**src/rtl/loop_nest_sequencer.sv**
```systemverilog
// ---------------------------------------------------------------------------
// loop_nest_sequencer
//
// Control FSM for up to three nested loops (i outer, j middle, k inner) that
// run on three external loop-counter registers. The counters are cleared and
// incremented through one-cycle strobes, and each one reports a compare flag
// z = (limit <= count). Every loop-body iteration is handed to the ALU
// micro-sequencer through the body_req/body_ack handshake.
//
// Handshake: body_req is a level that is high for the whole of BODY.
// A body iteration completes on the first rising Clk edge where both
// body_req and body_ack are high. body_ack may already be high in the first
// BODY cycle, and it is ignored while body_req is low.
//
// Ports
//   Clk        in   clock, all state changes on posedge
//   RST        in   synchronous active-high reset, forces all outputs low
//   start      in   begin a sequence (sampled only in IDLE)
//   abort      in   cancel the sequence, back to IDLE with no done pulse
//   depth[1:0] in   1=k, 2=k,j, 3=k,j,i; 0 is treated as 1
//   cnt_z[2:0] in   counter z flags, [0]=k [1]=j [2]=i
//   body_ack   in   body iteration finished
//   cnt_rst    out  one-cycle clear strobes, same bit order as cnt_z
//   cnt_inc    out  one-cycle increment strobes
//   body_req   out  body iteration request (level)
//   busy       out  high in every state except IDLE
//   done       out  one-cycle completion pulse
//   iter_cnt   out  body handshakes completed since the last start
//   state_dbg  out  current FSM state encoding, for observation only
// ---------------------------------------------------------------------------
module loop_nest_sequencer #(
    parameter int CW = 16
) (
    input  logic          Clk,
    input  logic          RST,
    input  logic          start,
    input  logic          abort,
    input  logic [1:0]    depth,
    input  logic [2:0]    cnt_z,
    input  logic          body_ack,
    output logic [2:0]    cnt_rst,
    output logic [2:0]    cnt_inc,
    output logic          body_req,
    output logic          busy,
    output logic          done,
    output logic [CW-1:0] iter_cnt,
    output logic [3:0]    state_dbg
);

    typedef enum logic [3:0] {
        S_IDLE  = 4'd0,
        S_CLR   = 4'd1,
        S_CHK0  = 4'd2,
        S_BODY  = 4'd3,
        S_INC_K = 4'd4,
        S_CHK_K = 4'd5,
        S_INC_J = 4'd6,
        S_CHK_J = 4'd7,
        S_INC_I = 4'd8,
        S_CHK_I = 4'd9,
        S_DONE  = 4'd10
    } state_t;

    state_t     state, state_nx;
    logic [1:0] depth_q;
    logic       depth_ld;
    logic       iter_clr;
    logic       iter_inc;
    logic       use_j;
    logic       use_i;
    logic       zero_trip;

    // Ungated output values, forced low below during a reset cycle
    logic [2:0] cnt_rst_c;
    logic [2:0] cnt_inc_c;
    logic       body_req_c;
    logic       busy_c;
    logic       done_c;

    assign use_j     = depth_q[1];
    assign use_i     = (depth_q == 2'd3);
    // Unused levels still get cleared in CLR, but their z flags never count
    assign zero_trip = cnt_z[0] | (use_j & cnt_z[1]) | (use_i & cnt_z[2]);

    always_ff @(posedge Clk) begin
        if (RST) begin
            state <= S_IDLE;
        end else begin
            state <= state_nx;
        end
    end

    always_ff @(posedge Clk) begin
        if (RST) begin
            depth_q <= 2'd1;
        end else if (depth_ld) begin
            depth_q <= (depth == 2'd0) ? 2'd1 : depth;
        end
    end

    always_ff @(posedge Clk) begin
        if (RST) begin
            iter_cnt <= '0;
        end else if (iter_clr) begin
            iter_cnt <= '0;
        end else if (iter_inc) begin
            iter_cnt <= iter_cnt + {{(CW-1){1'b0}}, 1'b1};
        end
    end

    always_comb begin
        state_nx   = state;
        depth_ld   = 1'b0;
        iter_clr   = 1'b0;
        iter_inc   = 1'b0;
        cnt_rst_c  = 3'b000;
        cnt_inc_c  = 3'b000;
        body_req_c = 1'b0;
        busy_c     = 1'b1;
        done_c     = 1'b0;

        case (state)
            S_IDLE: begin
                busy_c = 1'b0;
                if (start) begin
                    depth_ld = 1'b1;
                    iter_clr = 1'b1;
                    state_nx = S_CLR;
                end
            end
            S_CLR: begin
                cnt_rst_c = 3'b111;
                state_nx  = S_CHK0;
            end
            S_CHK0: begin
                state_nx = zero_trip ? S_DONE : S_BODY;
            end
            S_BODY: begin
                body_req_c = 1'b1;
                if (body_ack) begin
                    iter_inc = 1'b1;
                    state_nx = S_INC_K;
                end
            end
            S_INC_K: begin
                cnt_inc_c[0] = 1'b1;
                state_nx     = S_CHK_K;
            end
            S_CHK_K: begin
                if (!cnt_z[0])  state_nx = S_BODY;
                else if (use_j) state_nx = S_INC_J;
                else            state_nx = S_DONE;
            end
            S_INC_J: begin
                // Step j and restart k in the same cycle
                cnt_inc_c[1] = 1'b1;
                cnt_rst_c[0] = 1'b1;
                state_nx     = S_CHK_J;
            end
            S_CHK_J: begin
                if (!cnt_z[1])  state_nx = S_BODY;
                else if (use_i) state_nx = S_INC_I;
                else            state_nx = S_DONE;
            end
            S_INC_I: begin
                cnt_inc_c[2] = 1'b1;
                cnt_rst_c[1] = 1'b1;
                state_nx     = S_CHK_I;
            end
            S_CHK_I: begin
                state_nx = cnt_z[2] ? S_DONE : S_BODY;
            end
            S_DONE: begin
                done_c   = 1'b1;
                state_nx = S_IDLE;
            end
            default: begin
                state_nx = S_IDLE;
            end
        endcase

        // Abort keeps this cycle's outputs but cancels every side effect
        if (abort) begin
            state_nx = S_IDLE;
            depth_ld = 1'b0;
            iter_clr = 1'b0;
            iter_inc = 1'b0;
        end
    end

    // No strobes or status are presented while RST is high
    assign cnt_rst   = RST ? 3'b000 : cnt_rst_c;
    assign cnt_inc   = RST ? 3'b000 : cnt_inc_c;
    assign body_req  = RST ? 1'b0 : body_req_c;
    assign busy      = RST ? 1'b0 : busy_c;
    assign done      = RST ? 1'b0 : done_c;
    assign state_dbg = state;

endmodule

```
**config.mk**
```make
export PLATFORM = sky130hd
export DESIGN_NAME = loop_nest_sequencer
export DESIGN_NICKNAME = d
export VERILOG_FILES = /design/src/rtl/loop_nest_sequencer.sv
export SDC_FILE = /design/constraint.sdc
export NUM_CORES = 1
export LEC_CHECK = 0
export ABC_AREA = 0
export CAP_MARGIN = 20
export CELL_PAD_IN_SITES_DETAIL_PLACEMENT = 0
export CELL_PAD_IN_SITES_GLOBAL_PLACEMENT = 1
export CORE_AREA = 4 4 59 61
export DETAILED_ROUTE_END_ITERATION = 6
export DIE_AREA = 0 0 63 65
export DONT_BUFFER_PORTS = 1
export PLACE_DENSITY = 0.72
export SLEW_MARGIN = 10
export SYNTH_ARGS = -nofsm -noshare
export SYNTH_HDL_FRONTEND = slang
export SYNTH_SLANG_ARGS = --single-unit
```
**constraint.sdc**
```tcl
create_clock -name Clk -period 2.5 [get_ports Clk]
set_input_delay 0.75 -clock Clk [delete_from_list [all_inputs] [get_ports Clk]]
set_output_delay 0.75 -clock Clk [all_outputs]
set_load 0.01 [all_outputs]
```
# After elaboration in Yosys (flattened, before gate mapping)
# Index checks and enable logic that the tools add are counted.
[classes] n_addsub=1 eq_ne=13 muxes=30 bitwise_logic=4 reduce_logical=7
[ops] operator="$pmux 4 s10" n=1
[ops] operator="$mux 4" n=7
[ops] operator="$mux 1" n=18
[ops] operator="$add 16x1->16 const B" n=1
[ops] operator="$eq 4x3->1 const B" n=4
[ops] operator="$eq 4x4->1 const B" n=3
[ops] operator="$eq 4x2->1 const B" n=2
[ops] operator="$reduce_or 2->1" n=4
[ops] operator="$mux 3" n=2
[ops] operator="$eq 4x1->1 const B" n=1
[ops] operator="$logic_not 4->1" n=1
[ops] operator="$mux 2" n=2
[ops] operator="$ne 2x2->1 const B" n=2
[ops] operator="$and 1x1->1" n=2
[ops] operator="$eq 2x2->1 const B" n=1
[ops] operator="$logic_not 2->1" n=1
[ops] operator="$or 1x1->1" n=2
[ops] operator="$reduce_and 2->1" n=1
[word_totals] reg_bits=22 in_bits=10 out_inout_bits=29

# Depth between registers and ports, before layout
# Gate-level depths: netlist of run 1.
[depth] ltp_word=5 depth_mapped=6 mapped_depth_nobuf=5

# Worst setup path before layout of run 1
# Ideal clock, no wire load.
[synth_path] path_kind="input port to output port" start="in RST" end="out cnt_rst[1]" arrival_ns=1.649 setup_slack_ns=0.101 path_stages=4 n_path_buf=1 path_cell_list="clkbuf_1 -> nor3_1 -> nor3b_1 -> nand2b_1"
[synth_between] elab_chain_cells=1
[synth_lines] element="from (decl)" line_no="35" text="input logic RST,"
[synth_lines] element="$mux 3" line_no="192" text="assign cnt_rst = RST ? 3'b000 : cnt_rst_c;"
[synth_lines] element="to (decl)" line_no="41" text="output logic [2:0] cnt_rst,"
# No other way between the ends.

# Worst setup path in the final report of run 1
[layout_path] start="reg state[0], in the netlist state_dbg[0]" end="out cnt_rst[1]"
[layout_between] elab_chain_cells=4 elab_cells_between_ends=5
[layout_lines] element="from (decl)" line_no="64" text="state_t state, state_nx;"
[layout_lines] element="from (signal assigned)" line_no="89" text="state <= state_nx;"
[layout_lines] element="$eq 4x1->1 / $eq 4x4->1 (equally long branches)" line_no="122" text="case (state)"
[layout_lines] element="$reduce_or 2->1 (no line) (*)"
[layout_lines] element="$mux 1 (*)" line_no="122"
[layout_lines] element="$mux 3 (*)" line_no="192"
# Every way passes the cells marked *; elsewhere a longest branch is shown, timed or not.

==> results.sh, run 1 <==
export IMPL_cts_clk_slew_worst_paths_ns=0.13
export IMPL_async_flop_share_pct=0
export IMPL_die_w_um=63
export IMPL_setup_worst_path_start="state_dbg[0]"
export IMPL_synth_fp_nets=166
export IMPL_diodes=0
export IMPL_post_synth_top_count_cell="dfxtp_1"
export IMPL_hpwl_um=2320
export IMPL_r2r_end="iter_cnt[0]"
export IMPL_first_pass_iters=4
export IMPL_yosys_top_cells_area="dfxtp_1 (35%), a21oi_1 (6.4%), o21ai_0 (5.2%)"
export IMPL_synthCells=155
export IMPL_rsz0062_at_grt="false"
export IMPL_routed_wl_um=3090
export IMPL_synth_edf_count=0
export IMPL_cts_setup_buffers=0
export IMPL_slowest_stage="dfxtp_2"
export IMPL_place_port_buffers=0
export IMPL_crit_buf_inv=0
export IMPL_grt_pass1_wl_um=5160
export IMPL_yosysTopAreaCellShare_pct=35.4
export IMPL_dp_cells=187
export IMPL_gp_congestion=0.830
export IMPL_final_util_pct=45.3
export IMPL_vias=1158
export IMPL_clockBufferDepth=2
export IMPL_drive_gt1_share_pct=10.1
export IMPL_start_kind="register"
export IMPL_worstPathArrival_ns=1.51
export IMPL_fin_crit_sh_pct=90.3
export IMPL_postCtsHoldBufs=0
export IMPL_hold_violations=0
export IMPL_ir_drop_v=0.000354
export IMPL_power_leakage_nw=0.482
export IMPL_ios=39
export IMPL_fin_crit_ns=2.26
export IMPL_dieHeight_um=65
export IMPL_fmax_ghz=0.443
export IMPL_cts_inserted_buffers=3
export IMPL_critPathKind="register to primary output"
export IMPL_fin_nets=170
export IMPL_grt_max_degree=17
export IMPL_cts_tree="built"
export IMPL_postRouteAntennaNets=0
export IMPL_area_delta_synth_final_pct=8.34
export IMPL_path_depth=3
export IMPL_cpPeakStageDelay_ns=0.46
export IMPL_synth_seq_cells=22
export IMPL_synth_flop_cell="dfxtp_1"
export IMPL_avgViaCountPerCell=6.06
export IMPL_yosys_area_top_type="dfxtp_1"
export IMPL_power_density_mw_per_mm2=502
export IMPL_syn_cell_area_mm2=0.00124
export IMPL_whs_ns=0.484
export IMPL_start_util_pct=41.8
export IMPL_min_delay_path_class="primary input to register"
export IMPL_cap_violations=0
export IMPL_synth_cell_types=41
export IMPL_yosys_warnings=0
export IMPL_slew_headroom_pct=58.5
export IMPL_final_max_slew_viol_count=0
export IMPL_reg2reg_slack_ns=0.59
export IMPL_avgRoutedWirePerCell_um=16.2
export IMPL_multiInputGateArea_um2=736
export IMPL_path_max_fanout=12
export IMPL_fill_cells=297
export IMPL_run_status="finished clean"
export IMPL_clk_latency_ns=0.31
export IMPL_grt_pass1_vias=1088
export IMPL_clock_skew_ns=0.00383
export IMPL_required_ns=1.75
export IMPL_fin_cells=191
export IMPL_yosysSeqAreaShare_pct=35.4
export IMPL_root_buffer="clkbuf_4"
export IMPL_first_iter_violations=63
export IMPL_drc_errors=0
export IMPL_setup_viol=0
export IMPL_reg2reg_depth=6
export IMPL_antenna_found_initial=0
export IMPL_crit_end="cnt_rst[1]"
export IMPL_setup_tns_ns=0
export IMPL_htree_levels=1
export IMPL_r2r_start="state_dbg[1]"
export IMPL_gr_total_overflow=0
export IMPL_synth_common_cells="dfxtp_1 (22), a21oi_1 (16), o21ai_0 (13), nor2_1 (12), nand2_1 (9)"
export IMPL_cts_resized=0
export IMPL_regArea_um2=444
export IMPL_worst_pin_slew_ns=0.622
export IMPL_die_area_mm2=0.00410
export IMPL_cp_top_family="simple AND/OR/NAND/NOR gates"
export IMPL_crit_chain="nand2_1, or4_1, nand2b_1"
export IMPL_track_usage_pct=15.7
export IMPL_syn_area_per_cell_um2=8.03
export IMPL_clock_sinks=22
export IMPL_endpoint_kind="primary output"
export IMPL_rows=20
export IMPL_fp_coreArea_mm2=0.00298
## layer usage
metal / track usage, % / part of all wire (%) / up-vias
met3: 6.76 / 7.4 / 2
met4: 3.31 / 0.58 / 0
met1: 16.1 / 40 / 555
li1: - / - / 573
met2: 29.4 / 52 / 28
met5: 0 / 0 / -
## cell type report
| type | count | share of cell area [%] |
|---|---|---|
| clock buffers | 3 | 1.67 |
| repair buffers | 6 | 3.34 |
| multi-input cells | 118 | 54.5 |
| flip-flops and latches | 22 | 32.9 |
| clock inverters | 1 | 2.23 |
| inverters | 8 | 2.23 |
| well taps | 33 | 3.06 |
## sequential cells by signal, indices dropped and copies added (netlist names)
| name | flops |
|---|---|
| depth_q | 2 |
| iter_cnt | 16 |
| state_dbg | 4 |
## how the worst min path moves through the flow
stage                     startpoint    endpoint  slack, ns  depth (start not counted)
after global routing             RST  depth_q[1]       0.46                          1
after CTS                        RST  depth_q[1]       0.47                          1
final                            RST  depth_q[1]       0.48                          1
after floorplan           depth_q[1]  depth_q[1]       0.48                          2
after detailed placement  depth_q[1]  depth_q[1]       0.51                          2
after global placement    depth_q[1]  depth_q[1]       0.51                          2
## worst reg2reg max path, stage by stage (launching register included)
cell and delay (ns):
dfxtp_2 0.41, buf_4 0.20, nor4_1 0.31, buf_4 0.20, nand2_1 0.08, nand2b_1 0.47
nor2_1 0.12
## logic make-up (layout without fill, tap and decap cells)
logic type,count (synthesis),count (layout),share of synthesized area [%]
simple gates,72,72,35.2
compound gates,37,37,17.2
fa+ha+maj,1,1,1.00
buf+inv,15,18,5.53
flops,22,22,35.4
xor+xnor,7,7,4.92
mux,1,1,0.804
## where the power goes
group / switching, W / internal, W / total [W] / leakage [nW]
combinational: 0.0000251 / 0.0000162 / 0.0000412 / 0.275
clock: 0.000114 / 0.000162 / 0.000277 / 0.0279
sequential: 0.00000603 / 0.000354 / 0.000360 / 0.179
## metrics by stage
stage                     instance area, um2  setup WS (ns)  total power [W]
final                                   1350          0.243         0.000677
after global routing                    1350          0.144         0.000711
after CTS                               1350         0.0977         0.000686
after detailed placement                1290          0.313         0.000407
after global placement                  1290          0.341         0.000407
after floorplan                         1240          0.101         0.000401
## layout by cell type (no fill, tap or decap), types with 4 or more instances in the layout
cell,instances
a21oi_1,16
buf_4,6
dfxtp_1,19
inv_1,8
nand2_1,9
nand2b_1,6
nand3_1,7
nand4_1,4
nor2_1,12
nor3_1,4
o21ai_0,13
or3_1,7
xor2_1,6
(Power assumes the default switching activity.)
==> inputs of run 2 (changes only) <==
--- a/config.mk
+++ b/config.mk
@@ -9,11 +9,11 @@
 export CAP_MARGIN = 20
 export CELL_PAD_IN_SITES_DETAIL_PLACEMENT = 0
 export CELL_PAD_IN_SITES_GLOBAL_PLACEMENT = 1
-export CORE_AREA = 4 4 59 61
+export CORE_AREA = 4 4 70 72
 export DETAILED_ROUTE_END_ITERATION = 6
-export DIE_AREA = 0 0 63 65
+export DIE_AREA = 0 0 74 76
 export DONT_BUFFER_PORTS = 1
-export PLACE_DENSITY = 0.72
+export PLACE_DENSITY = 0.53
 export SLEW_MARGIN = 10
 export SYNTH_ARGS = -nofsm -noshare
 export SYNTH_HDL_FRONTEND = slang
==> results.sh, run 2 (same netlist as run 1, synthesis figures left out) <==
export IMPL_run_status="finished clean"
export IMPL_clock_sinks=22
export IMPL_internal_power_w=0.000584
export IMPL_pwr_share_clk_pct=45.6
export IMPL_ios=39
export IMPL_avgRoutedWirePerCell_um=14.9
export IMPL_slew_headroom_pct=64.2
export IMPL_gp_congestion=0.798
export IMPL_final_max_slew_viol_count=0
export IMPL_power_density_mw_per_mm2=526
export IMPL_die_w_um=74
export IMPL_grt_max_degree=18
export IMPL_regMostFlops="iter_cnt"
export IMPL_power_leakage_nw=0.499
export IMPL_clockBufferDepth=2
export IMPL_first_pass_iters=4
export IMPL_worstPathArrival_ns=1.55
export IMPL_root_buffer="clkbuf_8"
export IMPL_drive_gt1_share_pct=9.38
export IMPL_cap_violations=0
export IMPL_antenna_found_initial=0
export IMPL_drc_errors=0
export IMPL_die_area_mm2=0.00562
export IMPL_worst_pin_slew_ns=0.536
export IMPL_dieHeight_um=76
export IMPL_setup_tns_ns=0
export IMPL_start_kind="register"
export IMPL_avgViaCountPerCell=5.33
export IMPL_rows=24
export IMPL_cts_inserted_buffers=3
export IMPL_fmax_ghz=0.436
export IMPL_seqPwrFrac_pct=48.3
export IMPL_endpoint_kind="primary output"
export IMPL_switching_power_w=0.000154
export IMPL_fin_crit_ns=2.30
export IMPL_clk_latency_ns=0.26
export IMPL_htree_levels=1
export IMPL_fp_coreArea_mm2=0.00429
export IMPL_multiInputGateArea_um2=736
export IMPL_vias=1129
export IMPL_hpwl_um=2420
export IMPL_required_ns=1.75
export IMPL_largest_reg_flops=16
export IMPL_routed_wl_um=3160
export IMPL_cts_setup_buffers=0
export IMPL_place_port_buffers=0
export IMPL_grt_pass1_vias=1084
export IMPL_fin_crit_sh_pct=91.8
export IMPL_fin_cells=212
export IMPL_first_iter_violations=42
export IMPL_gr_total_overflow=0
export IMPL_track_usage_pct=11.2
export IMPL_grt_pass1_wl_um=5190
export IMPL_fill_cells=475
export IMPL_cts_tree="built"
export IMPL_dp_cells=208
export IMPL_postCtsHoldBufs=0
export IMPL_start_util_pct=29.0
export IMPL_layout_commonest_cell="dfxtp_1"
export IMPL_area_delta_synth_final_pct=12.7
export IMPL_cts_resized=0
export IMPL_clock_skew_ns=0.00595
export IMPL_postRouteAntennaNets=0
export IMPL_p_sw_share_pct=20.8
export IMPL_diodes=0
export IMPL_layout_common_cells="dfxtp_1 (22), a21oi_1 (16), o21ai_0 (13)"
export IMPL_min_delay_path_class="register to register"
export IMPL_cts_clk_slew_worst_paths_ns=0.09
export IMPL_regArea_um2=440
export IMPL_path_max_fanout=16
export IMPL_hold_violations=0
export IMPL_fin_nets=172
export IMPL_p_comb_share_pct=6.1
export IMPL_ir_drop_v=0.000207
export IMPL_setup_viol=0
export IMPL_critPathKind="register to primary output"
export IMPL_rsz0062_at_grt="false"
[run 2: metrics by stage]
stage	power, W	utilization (%)	worst slack (ns)	cell area (um2)	hold slack (ns)
2_1_floorplan	0.000401	-	0.101	1240	0.476
3_3_place_gp	0.000410	31.0	0.332	1330	0.512
3_5_place_dp	0.000409	31.0	0.332	1330	0.507
4_1_cts	0.000749	32.7	0.163	1400	0.520
5_1_grt	0.000771	32.7	0.0708	1400	0.534
6_report	0.000738	32.7	0.205	1400	0.519
[run 2: final timing paths]
path | startpoint | to | depth (start not counted) | slack, ns
min reg2reg | depth_q[1] | depth_q[1] | 2 | 0.52
max | state_dbg[3] | cnt_rst[1] | 3 | 0.20
max reg2reg | state_dbg[2] | iter_cnt[10] | 5 | 0.64
min | depth_q[1] | depth_q[1] | 2 | 0.52
[run 2: final cells by class]
class                           instances  share of cell area, %
Clock buffer                            3                   2.94
Clock inverter                          1                   2.14
Inverter                                8                   2.14
Multi-Input combinational cell        118                   52.5
Sequential cell                        22                   31.4
Tap cell                               52                   4.64
Timing Repair Buffer                    8                   4.28
[run 2: per-layer routing]
metal	GRT usage (%)	wire, um
met5	0	0
met4	3.62	23
met3	3.43	181
met2	17.9	1480
met1	14.2	1480
[run 2: worst max-delay path, cell delays in order (launching register included)]
cell	delay [ns]
dfxtp_1	0.67
inv_1	0.17
nor3b_1	0.25
nand2b_1	0.19
[run 2: power by group through the flow]
stage	Combinational, W	Clock (W)	Sequential, W
after detailed placement	0.0000450	0	0.000364
after global placement	0.0000451	0	0.000364
after floorplan	0.0000364	0	0.000365
after CTS	0.0000453	0.000347	0.000356
final	0.0000449	0.000337	0.000356
after global routing	0.0000504	0.000363	0.000357
==> RTL edit 1 (flow settings as in run 2) <==
Set the parameter `CW` to 18 (it was 16).
--- a/src/rtl/loop_nest_sequencer.sv
+++ b/src/rtl/loop_nest_sequencer.sv
@@ -31,3 +31,3 @@
 module loop_nest_sequencer #(
-    parameter int CW = 16
+    parameter int CW = 18
 ) (
Ports: changed (resized iter_cnt); port bits go from 39 to 41. No check against the original RTL was run, so the function may have changed too.
==> RTL edit 1 against run 2 <==
Total power up 5.2%. Synthesized area up 11%. Count of clock-buffer cells in the layout unchanged. Worst setup slack worse by 0.021 ns. Via count up 13%. Sequential cell count up 2. Largest power group unchanged. Maximum frequency down 0.91%. Design area up 10%. Highest routed layer unchanged. Routed wire length up 14%. Register-to-register slack worse by 0.20 ns. Utilization up 3.3 points. Critical endpoint is now cnt_rst[0]. Sequential share of layout area down 0.23 points. Critical path depth unchanged.
==> RTL edit 1: results (changes against run 2) <==
.. list-table::
   :header-rows: 1

   * - Metric
     - Value
   * - Run status
     - finished clean
   * - GRT Util Overall
     - 0.134 (+0.0222)
   * - Sequential cell fraction of total power
     - 0.502 (+0.019)
   * - Data arrival, critical path
     - 1.57 ns (+0.02 ns)
   * - Setup repair bufs after CTS
     - 0 (unchanged)
   * - Critical Path Slowest Stage Cell
     - sky130_fd_sc_hd__dfxtp_1
   * - Number of global-route vias before repair
     - 1236 (+14%)
   * - Fin nets
     - 189 (+9.9%)
   * - Power dissipated in combinational cells
     - 0.0477 mW (+6.2%)
   * - Placed Area
     - 1470 um^2 (+11%)
   * - Multiplexer fraction of the synthesized cell area
     - 0.0145 (+0.00647)
   * - Pleak
     - 0.540 nW (+8.3%)
   * - Mean cell area of the mapped netlist
     - 7.98 um^2 (-0.68%)
   * - Root Driver
     - sky130_fd_sc_hd__clkbuf_8
   * - Seq/Total Area, Yosys
     - 0.348 (-0.00563)
   * - Global-route wire length before repair
     - 6.12 mm (+18%)
   * - Delay contributed by the slowest stage of the critical path
     - 0.56 ns (-0.11 ns)
   * - Relative max-transition margin
     - 0.712 (+0.0702)
   * - VDD IR-drop max
     - 0.188 mV (-9.3%)
   * - Synth Area in Adders
     - 0.00907 (-0.000984)
   * - Placer Congestion
     - 0.800 (+0.30%)
   * - Post-place setup slack
     - 0.256 ns (-0.0753 ns)
   * - Fraction of the mapped netlist area in compound gates
     - 0.147 (-0.0250)
   * - Skew final
     - 0.00389 ns (-0.00206 ns)
   * - Post-synthesis net count
     - 184 (+11%)
   * - Critical Path Fanout Max
     - 9 (-7)
   * - WL per Instance
     - 15.7 um (+5.1%)
   * - Synth area leaders
     - sky130_fd_sc_hd__dfxtp_1 35%, sky130_fd_sc_hd__nor2_1 4.4%, sky130_fd_sc_hd__or4_1 4.4%
   * - Fraction of final layout cells sized beyond drive strength 1
     - 0.102 (+0.00794)
   * - Power Dens Cells
     - 502 nW/um^2 (-4.5%)
   * - Synthesized-area fraction occupied by xor and xnor cells
     - 0.0508 (+0.00152)
   * - Max clock buf depth
     - 2 (unchanged)
   * - Dominant delay contributor by cell family on the critical path
     - simple AND/OR/NAND/NOR gates
   * - Drt first-iter violations
     - 98 (+130%)
   * - Vias per std cell
     - 5.57 (+4.6%)
   * - Number of fillers in the final layout
     - 480 (+1.1%)
   * - Post-route insts no fill
     - 229 (+8.0%)
   * - Largest net degree at the start of global routing
     - 19 (+1)
   * - DP Wirelength
     - 2.75 mm (+14%)
==> RTL edit 1: changes by cell type after synthesis, moves of 3 or more <==
| cell | delta |
|---|---|
| sky130_fd_sc_hd__a21oi_1 | -8 |
| sky130_fd_sc_hd__a31oi_1 | +4 |
| sky130_fd_sc_hd__inv_1 | -3 |
| sky130_fd_sc_hd__nand2_1 | +5 |
| sky130_fd_sc_hd__nor2_1 | +4 |
| sky130_fd_sc_hd__nor3b_1 | -3 |
| sky130_fd_sc_hd__o211ai_1 | +5 |
| sky130_fd_sc_hd__o21ai_0 | -4 |
| sky130_fd_sc_hd__or4_1 | +5 |
| sky130_fd_sc_hd__xnor2_1 | +3 |
==> RTL edit 1: final cells by class <==
| cell class | count | area (um^2) | share of cell area |
|---|---|---|---|
| Multi-Input combinational cell | 136 | 848 | 0.549 |
| Inverter | 5 | 18.8 | 0.0121 |
| Clock buffer | 3 | 41.3 | 0.0267 |
| Tap cell | 52 | 65.1 | 0.0421 |
| Clock inverter | 1 | 30.0 | 0.0194 |
| Timing Repair Buffer | 8 | 60.1 | 0.0389 |
| Sequential cell | 24 | 482 | 0.312 |
==> RTL edit 1: final timing paths <==
kind | end | slack (ns) | cells past startpoint | from
worst min-delay path | depth_q[0] | 0.54 | 2 | depth_q[0]
worst max-delay path | cnt_rst[0] | 0.18 | 3 | state_dbg[2]
worst min register to register | depth_q[0] | 0.54 | 2 | depth_q[0]
worst max register to register | iter_cnt[17] | 0.44 | 4 | state_dbg[2]
==> RTL edit 1: metal layers <==
| layer | vias to the layer above | GRT usage | part of all wire |
|---|---|---|---|
| met4 | 0 | 0.0399 | 0.0064 |
| met3 | 2 | 0.0435 | 0.083 |
| met1 | 585 | 0.179 | 0.46 |
| li1 | 647 | - | - |
| met5 | - | 0 | 0 |
| met2 | 42 | 0.205 | 0.45 |
==> RTL edit 2 (flow settings as in run 2) <==
Made on the original files. Make the reset (`RST`) asynchronous in 3 clocked blocks. Comments in the files are not updated.
--- a/src/rtl/loop_nest_sequencer.sv
+++ b/src/rtl/loop_nest_sequencer.sv
@@ -84,3 +84,3 @@
 
-    always_ff @(posedge Clk) begin
+    always_ff @(posedge Clk or posedge RST) begin
         if (RST) begin
@@ -92,3 +92,3 @@
 
-    always_ff @(posedge Clk) begin
+    always_ff @(posedge Clk or posedge RST) begin
         if (RST) begin
@@ -100,3 +100,3 @@
 
-    always_ff @(posedge Clk) begin
+    always_ff @(posedge Clk or posedge RST) begin
         if (RST) begin
Formal check against the unedited RTL: differs if RST is asserted again (counterexample within 4 cycles, from zero or initial values and one cycle with RST high); with RST held inactive, the same outputs for 10 cycles.
==> RTL edit 2 against run 2 <==
Routed wire length up 6.9%. Maximum frequency is 1.2% higher. Critical path depth is the same. Worst setup slack improved by 0.028 ns. Design area up 8.2%. Die area did not move. Utilization rose by 2.7 points. Synthesized area grew 13%. Register-to-register slack lost 0.07 ns. Count of clock-buffer cells in the layout up 1. Synthesized cell count up 3.2%. Sequential cell count unchanged. Critical endpoint is now cnt_rst[0]. Largest cell class unchanged.
Power is not compared: it rests on default switching activity, and its combinational part moved more than twofold at a synthesized area within 25%.
==> RTL edit 2: results (changes against run 2) <==
.. list-table::
   :header-rows: 1

   * - Metric
     - Value
   * - Run status
     - finished clean
   * - Post-synthesis net count
     - 171 (+3.0%)
   * - Mean cell area of the mapped netlist
     - 8.76 um^2 (+9.0%)
   * - Skew final
     - 0.00495 ns (-0.000998 ns)
   * - Drt first-iter violations
     - 65 (+55%)
   * - Global-route track usage on met1
     - 0.184 (+0.0416)
   * - Pleak
     - 0.632 nW
   * - Reg2reg end
     - iter_cnt[15]
   * - Global-route wire length before repair
     - 5.71 mm (+10%)
   * - Number of global-route vias before repair
     - 1145 (+5.6%)
   * - Synth area leaders
     - sky130_fd_sc_hd__dfrtp_1 38%, sky130_fd_sc_hd__nand2_1 4.6%, sky130_fd_sc_hd__a21oi_1 4.3%
   * - Synth top cells by count
     - 21 x sky130_fd_sc_hd__dfrtp_1, 17 x sky130_fd_sc_hd__nand2_1, 12 x sky130_fd_sc_hd__a21oi_1
   * - Synth unique cells
     - 42 (+2.4%)
   * - Placed Area
     - 1470 um^2 (+11%)
   * - DP Wirelength
     - 2.47 mm (+2.4%)
   * - Number of antenna diodes
     - 0 (unchanged)
   * - Vias per std cell
     - 5.52 (+3.6%)
   * - Worst hold path class
     - input pin to async pin
   * - Register-to-register setup slack
     - 0.57 ns (-0.07 ns)
   * - Data arrival, critical path
     - 1.52 ns (-0.03 ns)
   * - Ys async rst share
     - 1.00 (+1.00)
   * - Number of cells in the design after placement
     - 212 (+1.9%)
   * - Fin nets
     - 176 (+2.3%)
   * - Fraction of final layout cells sized beyond drive strength 1
     - 0.122 (+0.0282)
   * - WL per Instance
     - 15.6 um (+4.9%)
   * - GR met2 Demand/Resource
     - 0.178 (-0.000887)
   * - Met3 track demand over resource in global routing
     - 0.0396 (+0.00528)
   * - Critical Path Fanout Max
     - 15 (-1)
   * - GRT Util Overall
     - 0.126 (+0.0137)
   * - Reg-to-reg startpoint
     - state_dbg[0]
   * - Largest net degree at the start of global routing
     - 23 (+5)
   * - Total length of routed wires
     - 3.37 mm (+6.9%)
## RTL edit 2: final cells by class
| class | instances | area [um^2] |
|---|---|---|
| Fill cell | 463 | 2780 |
| Multi-Input combinational cell | 121 | 757 |
| Sequential cell | 22 | 553 |
| Timing Repair Buffer | 9 | 67.6 |
| Tap cell | 52 | 65.1 |
| Clock buffer | 4 | 45.0 |
| Inverter | 8 | 30.0 |
## RTL edit 2: metrics by stage
stage | utilization | setup WS [ns] | hold slack, ns
finish | 0.353 | 0.233 | 0.432
global route | 0.353 | 0.103 | 0.474
CTS | 0.353 | 0.139 | 0.436
detailed placement | 0.343 | 0.439 | 0.509
global placement | 0.343 | 0.496 | 0.505
floorplan | - | 0.235 | 0.489
## RTL edit 2: timing repair
| action | 4_1_cts | 5_1_grt |
|---|---|---|
| endpoints found under the setup margin | 0 | 1 |
| resized for setup | 0 | 1 |
| setup buffers | 0 | 0 |
## RTL edit 2: power groups by stage
stage | Clock (mW) | Combinational, mW | Sequential, mW
after floorplan | 0 | 0.219 | 0.428
after detailed placement | 0 | 0.236 | 0.473
after global placement | 0 | 0.231 | 0.469
after CTS | 0.245 | 0.237 | 0.466
final | 0.229 | 0.235 | 0.468
after global routing | 0.257 | 0.267 | 0.474
## RTL edit 2: critical path, cell delays in order (launching register included)
cell and delay, ns:
sky130_fd_sc_hd__dfrtp_1 0.57, sky130_fd_sc_hd__nand2b_1 0.27, sky130_fd_sc_hd__nor3_1 0.23, sky130_fd_sc_hd__nand2b_1 0.19
## RTL edit 2: cells by family (layout without fill, tap and decap cells)
logic type / Yosys count / in the layout / share of synthesized area
DFF: 22 / 22 / 0.394
AOI/OAI and AO/OA: 35 / 35 / 0.154
muxes: 2 / 2 / 0.0143
adders and majority gates: 1 / 1 / 0.00893
buffers and inverters: 17 / 21 / 0.0661
xor gates and xnor gates: 5 / 5 / 0.0312
and+or+nand+nor: 78 / 78 / 0.331
## RTL edit 2: worst max-delay path by stage
stage                  from          to  slack [ns]  depth (start not counted)
6_report       state_dbg[0]  cnt_rst[0]        0.23                          3
5_1_grt        state_dbg[0]  cnt_rst[0]        0.10                          3
4_1_cts        state_dbg[1]  cnt_rst[0]        0.14                          3
3_5_place_dp   state_dbg[1]  cnt_rst[0]        0.44                          3
3_3_place_gp   state_dbg[1]  cnt_rst[0]        0.50                          3
2_1_floorplan  state_dbg[2]  cnt_rst[1]        0.24                          4
## RTL edit 2: layer usage
metal	vias up	routed length, um
li1	588	-
met1	572	1600
met2	30	1500
met3	2	252
met4	0	22
met5	-	0
